===== config.mk =====
export PLATFORM = sky130hd
export DESIGN_NAME = priority_index_bcd
export DESIGN_NICKNAME = d
export VERILOG_FILES = /design/src/rtl/priority_index_bcd.sv
export SDC_FILE = /design/constraint.sdc
export NUM_CORES = 1
export LEC_CHECK = 0
export ABC_AREA = 0
export CORE_ASPECT_RATIO = 0.9
export CORE_MARGIN = 2
export CORE_UTILIZATION = 50
export DETAILED_ROUTE_END_ITERATION = 6
export GPL_TIMING_DRIVEN = 0
export PLACE_DENSITY_LB_ADDON = 0.12
export SLEW_MARGIN = 20
export SYNTH_ARGS = -nofsm -noshare
export SYNTH_HDL_FRONTEND = slang
export SYNTH_SLANG_ARGS = --single-unit

===== constraint.sdc =====
create_clock -name CLOCK_50_I -period 6.6 [get_ports CLOCK_50_I]
set_clock_uncertainty 0.05 [all_clocks]
set_input_delay 0.99 -clock CLOCK_50_I [delete_from_list [all_inputs] [get_ports CLOCK_50_I]]
set_output_delay 0.99 -clock CLOCK_50_I [all_outputs]
set_load 0.05 [all_outputs]

===== src/rtl/priority_index_bcd.sv =====
// Debounced priority encoder for the switch bank with a sequential
// double-dabble BCD converter feeding the seven-segment drivers.
//
// Ports:
//   CLOCK_50_I       system clock, rising edge
//   RESETN_I         asynchronous active-low reset
//   SWITCH_I         raw request inputs (asynchronous)
//   PRIORITY_MODE_I  0: highest index wins, 1: lowest index wins (asynchronous)
//   INDEX_O          1-based winning index, 0 when nothing is asserted
//   BCD_O            BCD of INDEX_O, digit 0 in [3:0], blanked digits read 4'hF
//   NONE_O           no input asserted
//   UPDATE_O         one-cycle pulse when INDEX_O/BCD_O/NONE_O take new values
//   BUSY_O           encode/convert pass in progress
module priority_index_bcd #(
    parameter int unsigned NUM_IN         = 18,
    parameter int unsigned NUM_DIGITS     = 2,
    parameter int unsigned SAMPLE_DIV     = 50000,
    parameter int unsigned STABLE_SAMPLES = 4,
    parameter int unsigned BLANK_LEADING  = 1,
    localparam int unsigned IDX_W         = $clog2(NUM_IN + 1),
    localparam int unsigned BCD_W         = 4 * NUM_DIGITS
) (
    input  logic              CLOCK_50_I,
    input  logic              RESETN_I,
    input  logic [NUM_IN-1:0] SWITCH_I,
    input  logic              PRIORITY_MODE_I,
    output logic [IDX_W-1:0]  INDEX_O,
    output logic [BCD_W-1:0]  BCD_O,
    output logic              NONE_O,
    output logic              UPDATE_O,
    output logic              BUSY_O
);

    localparam int unsigned DIV_W = (SAMPLE_DIV > 1) ? $clog2(SAMPLE_DIV) : 1;
    localparam int unsigned STB_W = $clog2(STABLE_SAMPLES + 1);
    localparam int unsigned CNT_W = $clog2(IDX_W + 1);

    localparam logic [DIV_W-1:0] DIV_LAST = DIV_W'(SAMPLE_DIV - 1);
    localparam logic [STB_W-1:0] STB_MAX  = STB_W'(STABLE_SAMPLES);
    localparam logic [CNT_W-1:0] CNT_LAST = CNT_W'(IDX_W - 1);

    typedef enum logic [1:0] {
        ST_IDLE    = 2'd0,
        ST_ENCODE  = 2'd1,
        ST_CONVERT = 2'd2,
        ST_DONE    = 2'd3
    } state_e;

    // Input synchronisers
    logic [NUM_IN-1:0] sw_s1_q, sw_s1_d, sw_s2_q, sw_s2_d;
    logic              mode_s1_q, mode_s1_d, mode_s2_q, mode_s2_d;

    // Debounce
    logic [DIV_W-1:0]  div_q, div_d;
    logic [NUM_IN-1:0] sample_q, sample_d;
    logic [STB_W-1:0]  stable_q, stable_d;
    logic [NUM_IN-1:0] acc_q, acc_d;

    // Conversion FSM and datapath
    state_e            state_q, state_d;
    logic              pending_q, pending_d;
    logic [IDX_W-1:0]  idx_q, idx_d;
    logic [IDX_W-1:0]  idx_sh_q, idx_sh_d;
    logic [BCD_W-1:0]  bcd_sh_q, bcd_sh_d;
    logic [CNT_W-1:0]  cnt_q, cnt_d;

    // Registered outputs
    logic [IDX_W-1:0]  index_q, index_d;
    logic [BCD_W-1:0]  bcd_q, bcd_d;
    logic              none_q, none_d;
    logic              update_q, update_d;
    logic              busy_q, busy_d;

    logic              tick_c, accept_c, mode_chg_c, req_c, lead_c;
    logic [IDX_W-1:0]  enc_c;
    logic [BCD_W-1:0]  dabble_c, blank_c;

    // Two-flop synchronisers; a change on the synced mode is seen one cycle before it lands
    always_comb begin
        sw_s1_d    = SWITCH_I;
        sw_s2_d    = sw_s1_q;
        mode_s1_d  = PRIORITY_MODE_I;
        mode_s2_d  = mode_s1_q;
        mode_chg_c = (mode_s1_q != mode_s2_q);
    end

    // Sample divider, stability counter and accepted-vector update
    always_comb begin
        div_d    = div_q;
        sample_d = sample_q;
        stable_d = stable_q;
        acc_d    = acc_q;
        accept_c = 1'b0;
        tick_c   = (div_q == DIV_LAST);
        if (tick_c) begin
            div_d    = '0;
            sample_d = sw_s2_q;
            if (sw_s2_q == sample_q) begin
                if (stable_q != STB_MAX) begin
                    stable_d = stable_q + STB_W'(1);
                end
            end else begin
                stable_d = STB_W'(1);
            end
            if ((stable_d == STB_MAX) && (sw_s2_q != acc_q)) begin
                acc_d    = sw_s2_q;
                accept_c = 1'b1;
            end
        end else begin
            div_d = div_q + DIV_W'(1);
        end
    end

    // Priority encoder: the last hit in scan order wins
    always_comb begin
        enc_c = '0;
        if (mode_s2_q) begin
            for (int i = int'(NUM_IN) - 1; i >= 0; i--) begin
                if (acc_q[i]) enc_c = IDX_W'(i + 1);
            end
        end else begin
            for (int i = 0; i < int'(NUM_IN); i++) begin
                if (acc_q[i]) enc_c = IDX_W'(i + 1);
            end
        end
    end

    // Double-dabble correction: +3 on every nibble >= 5 before the shift
    always_comb begin
        dabble_c = bcd_sh_q;
        for (int d = 0; d < int'(NUM_DIGITS); d++) begin
            if (bcd_sh_q[4*d +: 4] >= 4'd5) begin
                dabble_c[4*d +: 4] = bcd_sh_q[4*d +: 4] + 4'd3;
            end
        end
    end

    // Display formatting: all-blank for no index, optional leading-zero blanking
    always_comb begin
        blank_c = bcd_sh_q;
        lead_c  = 1'b1;
        if (idx_q == '0) begin
            blank_c = {BCD_W{1'b1}};
        end else if (BLANK_LEADING != 0) begin
            for (int d = int'(NUM_DIGITS) - 1; d > 0; d--) begin
                if (lead_c && (bcd_sh_q[4*d +: 4] == 4'd0)) begin
                    blank_c[4*d +: 4] = 4'hF;
                end else begin
                    lead_c = 1'b0;
                end
            end
        end
    end

    // Conversion FSM: next state, datapath and output loads
    always_comb begin
        req_c     = accept_c | mode_chg_c;
        state_d   = state_q;
        pending_d = pending_q;
        idx_d     = idx_q;
        idx_sh_d  = idx_sh_q;
        bcd_sh_d  = bcd_sh_q;
        cnt_d     = cnt_q;
        index_d   = index_q;
        bcd_d     = bcd_q;
        none_d    = none_q;
        update_d  = 1'b0;

        // Requests during a pass collapse into a single follow-up pass
        if ((state_q != ST_IDLE) && req_c) begin
            pending_d = 1'b1;
        end

        case (state_q)
            ST_IDLE: begin
                if (req_c || pending_q) begin
                    state_d   = ST_ENCODE;
                    pending_d = 1'b0;
                end
            end
            ST_ENCODE: begin
                idx_d    = enc_c;
                idx_sh_d = enc_c;
                bcd_sh_d = '0;
                cnt_d    = '0;
                state_d  = ST_CONVERT;
            end
            ST_CONVERT: begin
                bcd_sh_d = {dabble_c[BCD_W-2:0], idx_sh_q[IDX_W-1]};
                idx_sh_d = idx_sh_q << 1;
                cnt_d    = cnt_q + CNT_W'(1);
                if (cnt_q == CNT_LAST) begin
                    state_d = ST_DONE;
                end
            end
            ST_DONE: begin
                index_d  = idx_q;
                bcd_d    = blank_c;
                none_d   = (idx_q == '0);
                update_d = 1'b1;
                state_d  = ST_IDLE;
            end
            default: begin
                state_d = ST_IDLE;
            end
        endcase

        busy_d = (state_d != ST_IDLE);
    end

    // State register
    always_ff @(posedge CLOCK_50_I or negedge RESETN_I) begin
        if (!RESETN_I) begin
            sw_s1_q   <= '0;
            sw_s2_q   <= '0;
            mode_s1_q <= 1'b0;
            mode_s2_q <= 1'b0;
            div_q     <= '0;
            sample_q  <= '0;
            stable_q  <= '0;
            acc_q     <= '0;
            state_q   <= ST_IDLE;
            pending_q <= 1'b0;
            idx_q     <= '0;
            idx_sh_q  <= '0;
            bcd_sh_q  <= '0;
            cnt_q     <= '0;
            index_q   <= '0;
            bcd_q     <= {BCD_W{1'b1}};
            none_q    <= 1'b1;
            update_q  <= 1'b0;
            busy_q    <= 1'b0;
        end else begin
            sw_s1_q   <= sw_s1_d;
            sw_s2_q   <= sw_s2_d;
            mode_s1_q <= mode_s1_d;
            mode_s2_q <= mode_s2_d;
            div_q     <= div_d;
            sample_q  <= sample_d;
            stable_q  <= stable_d;
            acc_q     <= acc_d;
            state_q   <= state_d;
            pending_q <= pending_d;
            idx_q     <= idx_d;
            idx_sh_q  <= idx_sh_d;
            bcd_sh_q  <= bcd_sh_d;
            cnt_q     <= cnt_d;
            index_q   <= index_d;
            bcd_q     <= bcd_d;
            none_q    <= none_d;
            update_q  <= update_d;
            busy_q    <= busy_d;
        end
    end

    assign INDEX_O  = index_q;
    assign BCD_O    = bcd_q;
    assign NONE_O   = none_q;
    assign UPDATE_O = update_q;
    assign BUSY_O   = busy_q;

endmodule


# Word level (Yosys, flattened, before mapping)
# Index checks and enable logic that the tools add are counted.
[totals]
register_bits = 133
input_bits = 21
out_inout_bits = 16
elab_cells = 105
[classes]
n_addsub = 5
order_cmp = 2
n_eq_ne = 10
muxes = 58
bitwise = 1
n_reduce_logical = 10
[ops]
columns = ["op", "n"]
rows = [
  ["2-to-1 mux 5 bit", 36],
  ["== test 18 bit", 1],
  ["inequality test 18 bit", 1],
  ["adder 16 x 1 -> 16 bit (second input constant)", 1],
  ["== test 16 bit (second input constant)", 1],
  ["2-to-1 mux 16 bit", 1],
  ["2-to-1 mux 4 bit", 4],
  ["one-hot mux 8 bit (2 select lines)", 1],
  ["2-to-1 mux 3 bit", 4],
  ["one-hot mux 5 bit (2 select lines)", 1],
  [">= comparator 4 x 3 -> 1 bit (second input constant)", 2],
  ["one-hot mux 2 bit (4 select lines)", 1],
  ["2-to-1 mux 1 bit", 7],
  ["adder 3 x 1 -> 3 bit (second input constant)", 2],
  ["== test 3 bit (second input constant)", 2],
  ["one-hot mux 3 bit (2 select lines)", 1],
  ["nonzero test 2 bit", 3],
  ["zero test 5 bit", 1],
  ["adder 4 x 2 -> 4 bit (second input constant)", 1],
  ["== test 2 bit (second input constant)", 2],
  ["zero test 4 bit", 1],
  ["2-to-1 mux 2 bit", 2],
  ["adder 3 x 2 -> 3 bit (second input constant)", 1],
  ["inequality test 3 bit (second input constant)", 1],
  ["7 further kinds", 8],
]

# Longest topological paths before layout
[logic_depth]
ltp_word = 20
mapped_depth = 9
mapped_depth_nobuf = 8

# Worst setup path after synthesis
# No wires, ideal clock.
[synth_path]
path_type = "reg2reg"
startpoint = "register stable_q[0]"
endpoint = "register acc_q[0]"
arrival_ps = 1962
required_time_ps = 6425
path_slack_ps = 4463
path_stages_with_launch = 9
path_cell_list = "dfrtp_1 inv_1 ha_1 or3b_1 a31oi_1 and4_1 o211ai_2 buf_6 mux2_4"
[synth_via]
elab_chain_len = 7
word_cells_on_any_way = 8
classes_between = "add/sub: 1; eq/ne: 2; mux: 3; reduce/logical: 2"
[synth_rtl]
columns = ["item", "line_no", "rtl"]
rows = [
  ["start, declared", "56", "logic [STB_W-1:0] stable_q, stable_d;"],
  ["start signal, assigned", "240", "stable_q <= stable_d;"],
  ["adder 3 x 1 -> 3 bit or inequality test 3 bit (tied branches)", "100, 99", ""],
  ["2-to-1 mux 3 bit (*)", "99", "if (stable_q != STB_MAX) begin"],
  ["2-to-1 mux 3 bit (*)", "98", "if (sw_s2_q == sample_q) begin"],
  ["2-to-1 mux 3 bit (*)", "95", "if (tick_c) begin"],
  ["== test 3 bit (*)", "105", "if ((stable_d == STB_MAX) && (sw_s2_q != acc_q)) begin"],
  ["logical AND 1 bit (*)", "105", ""],
  ["AND reduction 2 bit (no line) (*)", "-", ""],
  ["end signal, assigned", "221", "acc_q <= '0;"],
  ["end signal, assigned", "241", "acc_q <= acc_d;"],
  ["end, declared", "57", "logic [NUM_IN-1:0] acc_q, acc_d;"],
]
# Every way passes the cells marked *; elsewhere a longest branch is shown, timed or not. The select of a mux whose other input is x is not followed.
# A chain may end at the register's enable or synchronous reset.

# Final worst setup path
[layout_path]
startpoint = "register bcd_q[3] (netlist: BCD_O[3])"
endpoint = "output port BCD_O[3]"
[layout_lines]
columns = ["item", "line_no", "rtl"]
rows = [
  ["start, declared", "69", "logic [BCD_W-1:0] bcd_q, bcd_d;"],
  ["start signal, assigned", "229", "bcd_q <= {BCD_W{1'b1}};"],
  ["end, declared", "28", "output logic [BCD_W-1:0] BCD_O,"],
]
# No word-level cell between the ends.

==> impl_metrics.csv <==
group,metric,value,unit
setup_path,slowest_delay,810,ps
grt,grt-ovfl-total,0,
worst_hold_path,worstHoldEndpoint,"sw_s2_q[0]",
cts,tritoncts,"yes",
cts,clk_latency,430,ps
sta,setup_tns,0,ps
yosys,ys_ff_latch,133,
setup_path,critPathBufInv,1,
final_layout,nNetsFinal,587,
yosys,synth_area,0.005932,mm2
sta,setup_viol,0,
yosys,synth_edf_count,0,
floorplanning,die_w,118.8,um
cts,clock-sinks,133,
setup_path,r2r_setup_slack,4280,ps
setup_path,crit_arrival,1760,ps
final_layout,instances_no_fill,721,
placed_design,place_congestion,0.8920,
power,comb_power_share,20.2,%
floorplanning,die_h,107.3,um
power,p_sw_share,30.85,%
sta,slew_viol_final,0,
sta,max_slew_margin,62.69,%
floorplanning,io_pins,37,
placed_design,place_area,0.006520,mm2
final_layout,final_common_cell,"dfrtp_1",
placed_design,place_ws,4247,ps
final_layout,fin_util,61.64,%
grt,grt_max_degree,75,
setup_path,worst_path_max_delay_cell,"clkdlybuf4s50_1",
yosys,synth.avg_cell_area,11.94,um2
cts,cts.clk_slew.worst_paths,60,ps
floorplanning,dieArea,0.01275,mm2
placed_design,portBuffers,36,
route,vias_per_cell,5.184,
yosys,synthArstFlopShare,100.0,%
sta,period_share,42.46,%
floorplanning,rows,37,
grt,antenna_found_initial,0,
final_layout,syn_to_final_growth,19.30,%
placed_design,dp_hpwl,7.424,mm
run,maxCapViolCount,0,
final_layout,final_cell_mix,"dfrtp_1 (124), clkdlybuf4s50_1 (35), nor2_1 (33), nand2_1 (31), xor2_1 (30)",
final_layout,final.fill_count,933,
worst_hold_path,worstHoldStart,"sw_s1_q[0]",
sta,period_needed,2803,ps
cts,cts_buffers,17,
grt,track_usage,18.52,%
sta,timing.fmax,0.3568,GHz
grt,grt_pass1_wl,17.93,mm
sta,timing.hold.ws,296.3,ps
setup_path,critPathMaxFanout,2,
power,p_total,2.298,mW
final_layout,drive_gt1_share,18.23,%
setup_path,worstPathRequired,5560,ps
floorplanning,core_area,0.01148,mm2
sta,worst_slack,3797,ps
placed_design,dp_cells,690,
route,vias,3738,
sta,rsz0062_at_grt,"false",
setup_path,crit_type,"reg -> out",
setup_path,timing.rr.end,"acc_q[4]",
power,power_frac_seq,41.3,%
setup_path,cp_cell_sequence,"clkdlybuf4s50_1",
yosys,yosys_warnings,0,
yosys,synth_flop_cell,"dfrtp_1",
yosys,synth_cell_types,52,
floorplanning,initial_core_util,51.67,%
worst_hold_path,whs_path_depth,0,
power,p_switching,0.7088,mW
grt,grt_pass1_vias,3687,
setup_path,rr_worst_depth,8,
setup_path,r2r-start,"stable_q[0]",
route,wl_per_cell,15.12,um
power,intPower,1.589,mW
yosys,synth_nets,531,
cts,clockBufferDepth,2,
cts,cts-root-buf,"clkbuf_16",
setup_path,critPathTopFamily,"buffers and inverters",
yosys,seq_area_frac_synth,56.30,%
power,powerDensity,324.7,mW/mm2
route,first_pass_iters,7,
power,max-vdd-ir-drop,0.0001790,V
setup_path,critPathLaunchType,"register",
cts,post_cts_buffers,0,
cts,htreeDepth,4,
outcome,status,"finished, final reports clean",
yosys,postSynthCellCount,497,
sta,worst_pin_slew,556.3,ps
worst_hold_path,hp-class,"reg -> reg",
sta,final_hold_viol_count,0,
route,ant_nets,0,
cts,cts_hold_buf,0,
final_layout,final_area,0.007077,mm2
power,clkPwrFrac,38.5,%
power,power_leakage,3.272,nW
cts,cts_resized,0,
route,drt_iter0_drc,206,
route,wl,10.91,mm
final_layout,num_antenna_cells,0,
route,drc,0,
setup_path,crit_path_end_kind,"primary output",
==> synth_stat cells (9+ instances only) <==
| library cell | number | area (um2) |
|---|---|---|
| a21oi_1 | 25 | 125.1 |
| dfrtp_1 | 124 | 3103 |
| xor2_1 | 30 | 262.8 |
| nand3_1 | 15 | 75.07 |
| nor4_1 | 11 | 68.82 |
| nand2_1 | 31 | 116.4 |
| mux2_2 | 27 | 304.0 |
| inv_1 | 23 | 86.33 |
| ha_1 | 13 | 162.7 |
| o21ai_0 | 20 | 100.1 |
| xnor2_1 | 23 | 201.4 |
| clkbuf_1 | 11 | 41.29 |
| dfstp_2 | 9 | 236.5 |
| nor2_1 | 33 | 123.9 |
| mux2_4 | 18 | 270.3 |
==> kinds of logic after synthesis <==
| kind of cell | count (synthesis) | synth area share (%) |
|---|---|---|
| simple gates | 130 | 11.45 |
| xor+xnor | 53 | 7.825 |
| fa+ha+maj | 13 | 2.742 |
| buf+inv | 46 | 3.522 |
| mux | 53 | 11.03 |
| flops | 133 | 56.30 |
| compound gates | 69 | 7.130 |
==> how the worst max path moves through the flow <==
stage	from	endpoint	slack [ps]	cells past startpoint
finish	BCD_O[3]	BCD_O[3]	3800	1
global route	BCD_O[2]	BCD_O[2]	3760	1
CTS	BCD_O[3]	BCD_O[3]	3770	1
detailed placement	BCD_O[0]	BCD_O[0]	4250	1
global placement	RESETN_I	div_q[4]	-600	1
floorplan	stable_q[0]	acc_q[0]	4460	8
==> power by group through the flow <==
stage                     registers, mW  logic (mW)  clock network, mW
after floorplan                    1.04       0.241                  0
after global placement            0.962       0.453                  0
after detailed placement          0.964       0.468                  0
after CTS                         0.951       0.471              0.904
after global routing              0.961       0.514              0.944
final                             0.950       0.464              0.885
==> state kept, by name, summed over array words and instances (netlist names) <==
name	flops
BCD_O	8
BUSY_O	1
INDEX_O	5
NONE_O	1
UPDATE_O	1
acc_q	18
bcd_sh_q	8
cnt_q	3
div_q	16
idx_q	5
idx_sh_q	5
mode_s1_q	1
mode_s2_q	1
pending_q	1
sample_q	18
stable_q	3
state_q	2
sw_s1_q	18
sw_s2_q	18
==> area by class of cell <==
type | count | area, um2 | area share, %
sequential | 133 | 3339 | 47.19
multi-input combinational | 318 | 2384 | 33.68
clock buffer | 18 | 429.2 | 6.064
timing repair buffer | 37 | 392.9 | 5.552
tap | 156 | 195.2 | 2.758
clock inverter | 13 | 127.6 | 1.803
buffer | 23 | 122.6 | 1.733
inverter | 23 | 86.33 | 1.220
==> metal layers <==
layer	share of wire, %	global-route usage, %
met5	0	0
met4	1.2	8.248
met3	5.5	5.985
met2	46	28.41
met1	48	24.19
No activity file was read; power rests on OpenSTA's default activity.
